==> src/rtl/wb_pkg.sv <==
// Shared widths and the load-writeback entry record for the writeback sequencer.
package wb_pkg;

   localparam int WB_DATA_W  = 32;
   localparam int WB_RADDR_W = 6;
   localparam int WB_DEPTH   = 4;

   // One queued load writeback: destination register and data.
   typedef struct packed {
      logic [WB_RADDR_W-1:0] dr;
      logic [WB_DATA_W-1:0]  wd;
   } ld_entry_t;

endpackage

==> src/rtl/wb_fifo.sv <==
// Load-writeback FIFO. The valid window is defined only by the read pointer
// and the count, so the storage array itself is never reset.
module wb_fifo import wb_pkg::*; #(
   parameter  int DEPTH   = WB_DEPTH,
   parameter  int DATA_W  = WB_DATA_W,
   parameter  int RADDR_W = WB_RADDR_W,
   localparam int PW      = $clog2(DEPTH),
   localparam int CW      = PW + 1
) (
   input  logic                     CLK,
   input  logic                     RST,
   input  logic                     push_i,
   input  logic                     pop_i,
   input  logic [RADDR_W-1:0]       push_dr_i,
   input  logic [DATA_W-1:0]        push_wd_i,
   output logic                     full_o,
   output logic                     empty_o,
   output logic [CW-1:0]            count_o,
   output logic [RADDR_W-1:0]       head_dr_o,
   output logic [DATA_W-1:0]        head_wd_o,
   output logic [DEPTH-1:0]         ent_vld_o,
   output logic [DEPTH*RADDR_W-1:0] ent_dr_o
);

   logic [RADDR_W-1:0] dr_mem [DEPTH];
   logic [DATA_W-1:0]  wd_mem [DEPTH];

   logic [PW-1:0] wr_ptr_q, wr_ptr_d;
   logic [PW-1:0] rd_ptr_q, rd_ptr_d;
   logic [CW-1:0] cnt_q, cnt_d;
   logic          push_ok, pop_ok;

   assign full_o    = (cnt_q == CW'(DEPTH));
   assign empty_o   = (cnt_q == '0);
   assign count_o   = cnt_q;
   assign push_ok   = push_i && !full_o;
   assign pop_ok    = pop_i && !empty_o;
   assign head_dr_o = dr_mem[rd_ptr_q];
   assign head_wd_o = wd_mem[rd_ptr_q];

   // Pointer and occupancy update; pointers wrap naturally at DEPTH (power of two).
   always_comb begin
      wr_ptr_d = wr_ptr_q + PW'(push_ok);
      rd_ptr_d = rd_ptr_q + PW'(pop_ok);
      cnt_d    = cnt_q;
      case ({push_ok, pop_ok})
         2'b10:   cnt_d = cnt_q + 1'b1;
         2'b01:   cnt_d = cnt_q - 1'b1;
         default: cnt_d = cnt_q;
      endcase
   end

   // Pointer and count registers.
   always_ff @(posedge CLK or posedge RST) begin
      if (RST) begin
         wr_ptr_q <= '0;
         rd_ptr_q <= '0;
         cnt_q    <= '0;
      end else begin
         wr_ptr_q <= wr_ptr_d;
         rd_ptr_q <= rd_ptr_d;
         cnt_q    <= cnt_d;
      end
   end

   // Entry storage, written only on an accepted push.
   always_ff @(posedge CLK) begin
      if (push_ok) begin
         dr_mem[wr_ptr_q] <= push_dr_i;
         wd_mem[wr_ptr_q] <= push_wd_i;
      end
   end

   // Per-entry valid flag: entry i is live when its distance from the head is below the count.
   always_comb begin
      logic [PW-1:0] offs;
      offs      = '0;
      ent_vld_o = '0;
      ent_dr_o  = '0;
      for (int i = 0; i < DEPTH; i++) begin
         offs                          = PW'(i) - rd_ptr_q;
         ent_vld_o[i]                  = ({1'b0, offs} < cnt_q);
         ent_dr_o[i*RADDR_W +: RADDR_W] = dr_mem[i];
      end
   end

endmodule

==> src/rtl/wb_sequencer.sv <==
// Writeback sequencer: merges an unstallable ALU writeback stream with queued
// load writebacks onto two register-bank write ports. A queued load never
// issues in the same cycle as an ALU write to the same register (ALU wins).
module wb_sequencer import wb_pkg::*; #(
   parameter  int DEPTH   = WB_DEPTH,
   parameter  int DATA_W  = WB_DATA_W,
   parameter  int RADDR_W = WB_RADDR_W,
   localparam int CW      = $clog2(DEPTH) + 1
) (
   input  logic               CLK,
   input  logic               RST,
   input  logic               ALU_V,
   input  logic [RADDR_W-1:0] ALU_DR,
   input  logic [DATA_W-1:0]  ALU_WD,
   input  logic               LD_V,
   output logic               LD_RDY,
   input  logic [RADDR_W-1:0] LD_DR,
   input  logic [DATA_W-1:0]  LD_WD,
   input  logic [RADDR_W-1:0] Q_REG,
   output logic               Q_PEND,
   output logic               WE_A,
   output logic [RADDR_W-1:0] DR,
   output logic [DATA_W-1:0]  WD,
   output logic               WE_M,
   output logic [RADDR_W-1:0] W_INST,
   output logic [DATA_W-1:0]  MEM_WD,
   output logic [CW-1:0]      FIFO_CNT
);

   logic                     fifo_full, fifo_empty;
   logic [RADDR_W-1:0]       head_dr;
   logic [DATA_W-1:0]        head_wd;
   logic [DEPTH-1:0]         ent_vld;
   logic [DEPTH*RADDR_W-1:0] ent_dr;
   logic                     issue;

   logic               we_a_q, we_a_d;
   logic [RADDR_W-1:0] dr_q, dr_d;
   logic [DATA_W-1:0]  wd_q, wd_d;
   logic               we_m_q, we_m_d;
   logic [RADDR_W-1:0] w_inst_q, w_inst_d;
   logic [DATA_W-1:0]  mem_wd_q, mem_wd_d;

   assign LD_RDY = !fifo_full && !RST;
   // The head is held back whenever the ALU writes the same register this cycle.
   assign issue  = !fifo_empty && !(ALU_V && (ALU_DR == head_dr));

   wb_fifo #(
      .DEPTH   (DEPTH),
      .DATA_W  (DATA_W),
      .RADDR_W (RADDR_W)
   ) u_fifo (
      .CLK       (CLK),
      .RST       (RST),
      .push_i    (LD_V && LD_RDY),
      .pop_i     (issue),
      .push_dr_i (LD_DR),
      .push_wd_i (LD_WD),
      .full_o    (fifo_full),
      .empty_o   (fifo_empty),
      .count_o   (FIFO_CNT),
      .head_dr_o (head_dr),
      .head_wd_o (head_wd),
      .ent_vld_o (ent_vld),
      .ent_dr_o  (ent_dr)
   );

   // Next values of both write ports; address/data hold when the port is idle.
   always_comb begin
      we_a_d   = ALU_V;
      dr_d     = ALU_V ? ALU_DR : dr_q;
      wd_d     = ALU_V ? ALU_WD : wd_q;
      we_m_d   = issue;
      w_inst_d = issue ? head_dr : w_inst_q;
      mem_wd_d = issue ? head_wd : mem_wd_q;
   end

   // Write-port output registers.
   always_ff @(posedge CLK or posedge RST) begin
      if (RST) begin
         we_a_q   <= 1'b0;
         dr_q     <= '0;
         wd_q     <= '0;
         we_m_q   <= 1'b0;
         w_inst_q <= '0;
         mem_wd_q <= '0;
      end else begin
         we_a_q   <= we_a_d;
         dr_q     <= dr_d;
         wd_q     <= wd_d;
         we_m_q   <= we_m_d;
         w_inst_q <= w_inst_d;
         mem_wd_q <= mem_wd_d;
      end
   end

   // Pending-write query across queued entries and both write ports.
   always_comb begin
      Q_PEND = (we_a_q && (dr_q == Q_REG)) || (we_m_q && (w_inst_q == Q_REG));
      for (int i = 0; i < DEPTH; i++) begin
         if (ent_vld[i] && (ent_dr[i*RADDR_W +: RADDR_W] == Q_REG)) Q_PEND = 1'b1;
      end
   end

   assign WE_A   = we_a_q;
   assign DR     = dr_q;
   assign WD     = wd_q;
   assign WE_M   = we_m_q;
   assign W_INST = w_inst_q;
   assign MEM_WD = mem_wd_q;

endmodule

==> config.mk <==
export PLATFORM = sky130hd
export DESIGN_NAME = wb_sequencer
export DESIGN_NICKNAME = d
export VERILOG_FILES = /design/src/rtl/wb_pkg.sv /design/src/rtl/wb_fifo.sv /design/src/rtl/wb_sequencer.sv
export SDC_FILE = /design/constraint.sdc
export NUM_CORES = 1
export LEC_CHECK = 0
export CAP_MARGIN = 20
export CORE_UTILIZATION = 40
export DETAILED_ROUTE_END_ITERATION = 10
export PLACE_DENSITY = 0.75
export SETUP_SLACK_MARGIN = 0.02
export SYNTH_ARGS = -nofsm -noshare
export SYNTH_HDL_FRONTEND = slang
export SYNTH_HIERARCHICAL = 1
export SYNTH_SLANG_ARGS = --single-unit
==> constraint.sdc <==
create_clock -name CLK -period 4.8 [get_ports CLK]
set_clock_uncertainty 0.05 [all_clocks]
set_input_delay 0.72 -clock CLK [delete_from_list [all_inputs] [get_ports CLK]]
set_output_delay 0.72 -clock CLK [all_outputs]
set_load 0.02 [all_outputs]
==> metrics.txt, run 1 <==
outcome=completed; cells along the critical path=buf_4, xor2_1, inv_1, ha_1, a21o_1, nand2_1, nand4_1, nor4_1, nor4_1, nand2_1, clkdlybuf4s50_1; largest net degree at the start of global routing=47; Yosys warnings=6; Post-synth top cells=152 x edfxtp_1, 85 x dfrtp_1, 67 x mux2_2, 38 x mux4_2, 25 x xor2_1; root buf cell=clkbuf_16; final net count=756; max_slew headroom=40.1%; Hold WS=0.454 ns; worst skew pair latency=0.51 ns; Routed Antenna Nets=0; Yosys top cell area share=48.4%; total wire length=19200 um; total CTS buffers=25; FFs w/ async S/R, synth=35.9%; Iteration-0 DRC Markers=210; max-capacitance violation count=0; post-synthesis cell type count=29; Top-Level Pins=169; Avg Cell Area, Syn=19.6 um2; final setup fails=0; P_leak=4.51 nW; clock share of power=30.6%; global-route wire length before repair=29800 um; post_cts resized=0; area leader, netlist=edfxtp_1; H-tree depth=1; initial antenna violation count=1; placed insts=948; n_diodes=0; CP max FO=37; number of synthesized flops with an enable pin=152; Worst-Margin Slew=0.894 ns; most common cell in the netlist=edfxtp_1; Slowest-stage cell, CP=buf_4; clk buf depth=3; share of power burned in registers=38.2%; Initial Utilization=41.3%; Final Cycle Share=91.2%; Vias/cell=4.94; GPL Wtd Cong=0.876; Max Freq=228 MHz; Tmin final=4.38 ns; largest cells by area after synthesis=edfxtp_1 48%, dfrtp_1 23%, mux4_2 9.1%; # DRC=0; Post-CTS Setup Bufs=0; Pins Over Slew Limit=0; CP Capture Type=output pin; Main synth FF type=edfxtp_1; critical path class=reg -> out; layout cell share with drive strength beyond 1=26.6%; Net Sw Frac=28.5%; Mapped Nets=574; Logic pwr share=31.2%; Pint=5.27 mW; via count=4914; RSZ-0062 raised after global routing=false; Die Area=0.0242 mm2; Psw=2.10 mW; startpoint types=flop; Avg WL per Cell=19.3 um; Clock Sinks=237; post-route insts no fill=994; Syn Std Cell Area=0.00943 mm2; Hold Path Class=reg -> reg; synthesized flop and latch total=237; first-pass iteration count of the detailed router=4; vias in the first global route=5408; final hold viol count=0; clock-pin slew on the worst setup and hold paths=0.05 ns; Area Overhead vs Synth=32.0%; Crit path arrival time=3.61 ns; Total GRT Usage=16.3%; detailed placement HPWL=12700 um; critical path required time=4.03 ns; setup TNS=0 ns; GRT Residual Overflow=0; power density cells=593 mW/mm2; Mapped Cells=480; Die W=156 um; CTS tree=yes; Cell Rows=55; # port buffers=168; Tot Pwr=7.37 mW; hold buffer count at CTS=0; CP peak stage delay=0.66 ns; Die H=156 um; Placeable Area=0.0228 mm2; VDD IR max=0.419 mV; post-synthesis sequential area ratio=71.0%
==> cells in the final DEF (no fill, tap or decap), drive strengths merged <==
cell / n
bufinv: 7
xor2: 25
nor2b: 1
nand2b: 2
nand4: 7
buf: 12
inv: 10
mux2: 76
mux4: 38
clkinv: 5
edfxtp: 152
nand2: 4
a21oi: 1
dfrtp: 85
mux2i: 1
a21boi: 1
o21ai: 2
clkbuf: 31
nor3b: 3
ha: 7
and2: 1
xnor2: 23
a21o: 2
nor4: 8
fa: 1
clkinvlp: 2
nor3: 2
nor2: 5
clkdlybuf4s50: 167
==> flip-flops by register name (all words and copies together), names as in the netlist <==
name             count
DR                   6
WE_M                 1
W_INST               6
WE_A                 1
u_fifo/dr_mem       24
WD                  32
u_fifo/wd_mem      128
u_fifo/rd_ptr_q      2
MEM_WD              32
u_fifo/wr_ptr_q      2
u_fifo/count_o       3
==> path summary, 6_finish.rpt <==
check / slack (ns) / start / cells past startpoint / endpoint
min reg2reg: 0.45 / WD[13] / 1 / WD[13]
max reg2reg: 1.34 / u_fifo/rd_ptr_q[0] / 13 / u_fifo/count_o[2]
max: 0.42 / u_fifo/rd_ptr_q[0] / 11 / Q_PEND
min in group asynchronous: 0.51 / RST / 2 / u_fifo/count_o[2]
min: 0.45 / WD[13] / 1 / WD[13]
max in group asynchronous: 3.04 / RST / 3 / WD[2]
==> critical path: cells and delay by family (launching register included) <==
kind,cells,cell delay (ns)
XOR/XNOR,1,0.28
flip-flops,1,0.49
adder cells (fa/ha/maj),1,0.28
buffers and inverters,3,1.38
AO/OA/AOI/OAI,1,0.15
AND/OR/NAND/NOR,5,0.51
==> cell type report <==
| cell class | instances | area, um2 |
|---|---|---|
| Fill cell | 1779 | 10400 |
| Sequential cell | 237 | 6690 |
| Multi-Input combinational cell | 210 | 2540 |
| Timing Repair Buffer | 179 | 1770 |
| Clock buffer | 31 | 742 |
| Tap cell | 313 | 392 |
| Clock inverter | 15 | 260 |
| Inverter | 9 | 35.0 |
==> power groups by stage <==
stage / combinational [mW] / clock [mW] / sequential (mW)
finish: 2.30 / 2.25 / 2.82
global route: 2.48 / 2.37 / 2.86
CTS: 2.34 / 2.31 / 2.82
detailed placement: 2.33 / 0 / 2.85
global placement: 2.28 / 0 / 2.84
floorplan: 1.32 / 0 / 3.05
==> cells by family after synthesis <==
logic type / share of synthesized area, %
XOR/XNOR: 4.46
multiplexers: 18.6
AND/OR/NAND/NOR: 2.04
flip-flops: 71.0
AO/OA/AOI/OAI: 0.398
buffers and inverters: 2.34
adder cells (fa/ha/maj): 1.14
==> stage by stage <==
step / util (%) / setup slack [ns] / instance area (um2)
after floorplan: - / 0.0755 / 9430
after global placement: 50.1 / 0.949 / 11400
after detailed placement: 50.1 / 0.936 / 11400
after CTS: 54.4 / 0.380 / 12400
after global routing: 54.4 / 0.120 / 12400
final: 54.4 / 0.421 / 12400
==> layer usage <==
layer / global-route usage (%) / share of wire, %
met5: 0 / 0.057
met4: 4.20 / 2.5
met3: 4.32 / 6.8
met2: 28.9 / 50
met1: 19.6 / 40
(Power assumes the default switching activity.)
==> run 2, diff against run 1 <==
- ABC_AREA: default -> 1
- PLACE_DENSITY: 0.75 -> default
- PLACE_DENSITY_LB_ADDON: default -> 0.3
- SYNTH_HIERARCHICAL: 1 -> default
==> metrics.txt, run 2 <==
Tot Pwr=7.20 mW (was 7.37 mW); Crit path arrival time=3.11 ns (was 3.61 ns); max-capacitance violation count=0 (unchanged); final hold viol count=0 (unchanged); Die H=158 um (was 156 um); layout cell share with drive strength beyond 1=7.73% (was 26.6%); GRT Residual Overflow=0 (unchanged); Clock Sinks=237 (unchanged); final setup fails=0 (unchanged); Placeable Area=0.0236 mm2 (was 0.0228 mm2); global-route wire length before repair=37100 um (was 29800 um); CP bufs+invs=2 (was 3); Vias/cell=4.99 (was 4.94); GPL Wtd Cong=0.858 (was 0.876); Tmin final=3.88 ns (was 4.38 ns); most frequent cells in the layout=330 x nand2_1, 168 x clkdlybuf4s50_1, 152 x edfxtp_1 (was 167 x clkdlybuf4s50_1, 152 x edfxtp_1, 83 x dfrtp_1); outcome=completed (unchanged); RSZ-0062 raised after global routing=false (unchanged); n_diodes=0 (unchanged); initial antenna violation count=0 (was 1); Avg WL per Cell=17.0 um (was 19.3 um); CP Capture Type=output pin (unchanged); CP delay by family, top=buffers and inverters (unchanged); Yosys warnings=0 (was 6); setup TNS=0 ns (unchanged); Die W=158 um (was 156 um); Pins Over Slew Limit=0 (unchanged); CP Depth=9 (was 11); largest reg by FF count=u_fifo.wd_mem (was u_fifo/wd_mem); root buf cell=clkbuf_16 (unchanged); first-pass iteration count of the detailed router=5 (was 4); Area Overhead vs Synth=29.8% (was 32.0%); Post-CTS Setup Bufs=0 (unchanged); CP most frequent cell=nand2_1; post-synthesis cell type count=27 (was 29); R2R depth=18 (was 13); Main synth FF type=edfxtp_1 (unchanged); CTS tree=yes (unchanged); # port buffers=168 (unchanged); P_leak=5.11 nW (was 4.51 nW); hold path depth=2 (was 1); Max Freq=258 MHz (was 228 MHz); via count=7005 (was 4914); detailed placement HPWL=15300 um (was 12700 um); Initial Utilization=41.0% (was 41.3%); fillcell total=2051 (was 1779); vias in the first global route=7025 (was 5408); Cell Rows=56 (was 55); Mapped Nets=991 (was 574); critical path required time=4.03 ns (about the same); synthesized flop and latch total=237 (unchanged); post-synthesis sequential area ratio=69.1% (was 71.0%); commonest non-fill, non-tap cell in the layout=nand2_1 (was clkdlybuf4s50_1); Hold Path Class=reg -> reg (unchanged); critical path class=reg -> out (unchanged); Worst-Margin Slew=0.926 ns (was 0.894 ns); worst skew pair latency=0.51 ns (about the same); H-tree depth=1 (unchanged); # DRC=0 (unchanged); Slowest-stage cell, CP=clkdlybuf4s50_1 (was buf_4); power density cells=572 mW/mm2 (was 593 mW/mm2); Yosys top cell area share=47.1% (was 48.4%); Routed Antenna Nets=0 (unchanged); max reg flops=128 (unchanged); largest cells by area after synthesis=edfxtp_1 47%, dfrtp_1 22%, nand2_1 13% (was edfxtp_1 48%, dfrtp_1 23%, mux4_2 9.1%); Post-synth top cells=332 x nand2_1, 152 x edfxtp_1, 112 x nand3_1, 85 x dfrtp_1, 39 x nand4_1 (was 152 x edfxtp_1, 85 x dfrtp_1, 67 x mux2_2, 38 x mux4_2, 25 x xor2_1); FFs w/ async S/R, synth=35.9% (unchanged); area leader, netlist=edfxtp_1 (unchanged); most common cell in the netlist=nand2_1 (was edfxtp_1); cells along the critical path=clkinv_1, ha_1, a21oi_1, o21ai_0, nand4_1, nand2_1, nor2_1, nand2_1, clkdlybuf4s50_1 (was buf_4, xor2_1, inv_1, ha_1, a21o_1, nand2_1, nand4_1, nor4_1, nor4_1, nand2_1, clkdlybuf4s50_1); CP max FO=11 (was 37); clock-pin slew on the worst setup and hold paths=0.06 ns (was 0.05 ns); largest net degree at the start of global routing=58 (was 47); VDD IR max=0.375 mV (was 0.419 mV); total CTS buffers=25 (unchanged); total wire length=23900 um (was 19200 um); Mapped Cells=897 (was 480); hold buffer count at CTS=0 (unchanged); final net count=1162 (was 756); startpoint types=flop (unchanged); Iteration-0 DRC Markers=444 (was 210); number of synthesized flops with an enable pin=152 (unchanged); Die Area=0.0248 mm2 (was 0.0242 mm2); post_cts resized=0 (unchanged); Syn Std Cell Area=0.00968 mm2 (was 0.00943 mm2); Final Cycle Share=80.8% (was 91.2%); Top-Level Pins=169 (unchanged); CP peak stage delay=0.61 ns (was 0.66 ns); Total GRT Usage=19.5% (was 16.3%); clk buf depth=3 (unchanged); max_slew headroom=38.1% (was 40.1%); Avg Cell Area, Syn=10.8 um2 (was 19.6 um2)
## run 2: changes by cell type after synthesis, sizes merged, moves of 26 or more
cell   delta
inv      +26
mux2     -76
mux4     -38
nand2   +328
nand3   +112
nand4    +32
## run 2: stage by stage
step	instances	util, %	hold slack [ns]	cell area, um2	setup slack (ns)
floorplan	897	-	0.433	9680	0.248
global placement	1360	49.8	0.402	11800	1.28
detailed placement	1360	49.8	0.408	11800	1.27
CTS	1405	53.3	0.423	12600	0.916
global route	1405	53.3	0.435	12600	0.826
finish	1405	53.3	0.417	12600	0.920
## run 2: cells by family after synthesis
| kind of cell | count (synthesis) | synth area share, % |
|---|---|---|
| xor+xnor | 13 | 1.18 |
| buf+inv | 79 | 3.45 |
| compound gates | 30 | 1.61 |
| fa+ha+maj | 8 | 1.11 |
| flops | 237 | 69.1 |
| simple gates | 530 | 23.6 |
## run 2: final timing paths
kind	from	to	slack [ns]
max in group asynchronous	RST	MEM_WD[5]	3.12
max reg2reg	u_fifo.rd_ptr_q[0]	u_fifo.count_o[2]	1.82
min reg2reg	WD[15]	WD[15]	0.42
min	WD[15]	WD[15]	0.42
min in group asynchronous	RST	u_fifo.count_o[0]	0.68
max	u_fifo.rd_ptr_q[1]	Q_PEND	0.92
## run 2: cell type report
type	instances	area, um2	share of cell area [%]
Timing Repair Buffer	187	1820	14.5
Sequential cell	237	6690	53.2
Multi-Input combinational cell	581	2700	21.5
Inverter	36	138	1.09
Tap cell	319	399	3.17
Clock inverter	14	158	1.25
Clock buffer	31	658	5.23
## run 2: where the power goes
part           internal, mW  total (mW)  switching (mW)
Clock                  1.14        1.90           0.762
Combinational         0.950        2.50            1.55
Sequential             2.57        2.80           0.236
Total                  4.65        7.20            2.54
## run 2: layer usage
layer / share of wire (%) / GRT usage [%] / vias to the layer above
li1: - / - / 3398
met2: 49 / 33.9 / 239
met4: 1.9 / 6.47 / 0
met1: 42 / 24.4 / 3331
met5: 0 / 0 / -
met3: 7.3 / 3.42 / 37
## run 2: tightest hold or removal path: stages (launching register included)
cell and delay (ns):
dfrtp_1 0.34, nand2_1 0.05, nand2_1 0.05
==> run 3, diff against run 2 <==
- clock period: 4.8 -> 3.8 ns (I/O delays scaled with it)
==> metrics.txt, run 3 (same netlist as run 2, synthesis figures left out) <==
Max Freq=285 MHz; Final Cycle Share=92.3%; final net count=1163 (was 1162); worst skew pair latency=0.54 ns (was 0.51 ns); CP max FO=29 (was 11); root buf cell=clkbuf_16 (unchanged); Pins Over Slew Limit=0 (unchanged); Vias/cell=4.99 (about the same); Die H=158 um (unchanged); Routed Antenna Nets=0 (unchanged); # DRC=0 (unchanged); Die Area=0.0248 mm2 (unchanged); Iteration-0 DRC Markers=457 (was 444); max-capacitance violation count=0 (unchanged); Hold Path Class=in -> async (was reg -> reg); register area=0.00670 mm2 (was 0.00669 mm2); clk buf depth=3 (unchanged); largest net degree at the start of global routing=61 (was 58); Top-Level Pins=169 (unchanged); total wire length=24700 um (was 23900 um); R2R depth=15 (was 18); vias in the first global route=6875 (was 7025); Avg WL per Cell=17.6 um (was 17.0 um); fillcell total=2038 (was 2051); critical path class=reg -> out (unchanged); GRT Residual Overflow=0 (unchanged); max reg flops=128 (unchanged); max_slew headroom=35.2% (was 38.1%); Placeable Area=0.0236 mm2 (unchanged); detailed placement HPWL=15400 um (was 15300 um); dpl cell area=0.0118 mm2 (about the same); Tmin final=3.51 ns; hold buffer count at CTS=0 (unchanged); CP Capture Type=output pin (unchanged); Cell Rows=56 (unchanged); via count=7027 (was 7005); layout cell share with drive strength beyond 1=8.18% (was 7.73%); initial antenna violation count=1 (was 0); startpoint types=flop (unchanged); clock-pin slew on the worst setup and hold paths=0.06 ns (about the same); Clock Sinks=237 (unchanged); CTS tree=yes (unchanged); H-tree depth=1 (unchanged); outcome=completed (unchanged); critical path required time=3.18 ns (was 4.03 ns); Total GRT Usage=19.8% (was 19.5%); VDD IR max=0.444 mV (was 0.375 mV); GPL Wtd Cong=0.889 (was 0.858); Crit path arrival time=2.89 ns (was 3.11 ns); total CTS buffers=25 (unchanged); Initial Utilization=41.0% (unchanged); largest reg by FF count=u_fifo.wd_mem (unchanged); power density cells=720 mW/mm2 (was 572 mW/mm2); Multi-input gate area=0.00270 mm2 (unchanged); commonest non-fill, non-tap cell in the layout=nand2_1 (unchanged); Die W=158 um (unchanged); # port buffers=168 (unchanged); RSZ-0062 raised after global routing=false (unchanged); Tot Pwr=9.08 mW (was 7.20 mW); final setup fails=0 (unchanged); final hold viol count=0 (unchanged); most frequent cells in the layout=330 x nand2_1, 168 x clkdlybuf4s50_1, 152 x edfxtp_1 (unchanged); Area Overhead vs Synth=30.2% (was 29.8%); final instance area=0.0126 mm2 (about the same); first-pass iteration count of the detailed router=5 (unchanged); Worst-Margin Slew=0.970 ns (was 0.926 ns); global-route wire length before repair=37200 um (was 37100 um); P_leak=5.13 nW (was 5.11 nW)
## run 3: cell types whose count changed in the layout (fill, tap and decap cells not counted), sizes merged
cell    delta
bufinv     -3
inv        +1
clkinv     +3
diode      +1
buf        +1
## run 3: stage by stage
step | util (%) | worst slack, ns | hold slack, ns | setup TNS, ns | cells
6_report | 53.4 | 0.294 | 0.392 | 0 | 1408
5_1_grt | 53.4 | 0.0561 | 0.432 | 0 | 1408
4_1_cts | 53.3 | 0.0723 | 0.398 | 0 | 1405
3_5_place_dp | 49.9 | 0.574 | 0.408 | 0 | 1359
3_3_place_gp | 49.9 | 0.601 | 0.403 | 0 | 1359
2_1_floorplan | - | -0.726 | 0.433 | -110.40 | 897
## run 3: cell type report
cell class	count	area share [%]
well taps	319	3.17
flip-flops and latches	237	53.1
multi-input cells	581	21.4
repair buffers	188	14.7
diodes	1	0.0198
clock inverters	15	0.774
clock buffers	31	5.64
inverters	36	1.12
## run 3: timing repair
action,4_1_cts,5_1_grt
gates resized for setup,0,2
endpoints found under the setup margin,0,1
setup buffers,0,2
## run 3: power breakdown
group / switching [mW] / internal (mW)
combinational: 1.98 / 1.21
sequential: 0.305 / 3.25
clock: 0.999 / 1.34
total: 3.29 / 5.80
## run 3: layer usage
layer / track usage, % / wire [um] / part of all wire (%) / vias to the layer above
met5: 0 / 0 / 0 / -
met4: 6.24 / 620 / 2.5 / 0
met3: 4.11 / 1880 / 7.6 / 41
met2: 34.5 / 11900 / 48 / 247
met1: 24.6 / 10300 / 42 / 3345
li1: - / - / - / 3394
## run 3: worst paths after layout
kind,from,slack [ns],endpoint
worst min register to register,WD[0],0.42,WD[0]
worst max-delay path,u_fifo.rd_ptr_q[0],0.29,Q_PEND
max in group asynchronous,RST,2.65,MEM_WD[29]
worst min-delay path,RST,0.39,u_fifo.rd_ptr_q[0]
min in group CLK,WD[0],0.42,WD[0]
worst max register to register,u_fifo.rd_ptr_q[1],0.87,u_fifo.count_o[2]
## run 3: critical path, cell delays in order, from the launching register on
cell and delay [ns]:
dfrtp_4 0.62, nor2_4 0.16, inv_1 0.05, nand2_1 0.07, ha_1 0.23, a21oi_1 0.15
nor2_1 0.07, nor4_1 0.23, nor2_1 0.07, nand2_1 0.09, clkdlybuf4s50_1 0.61
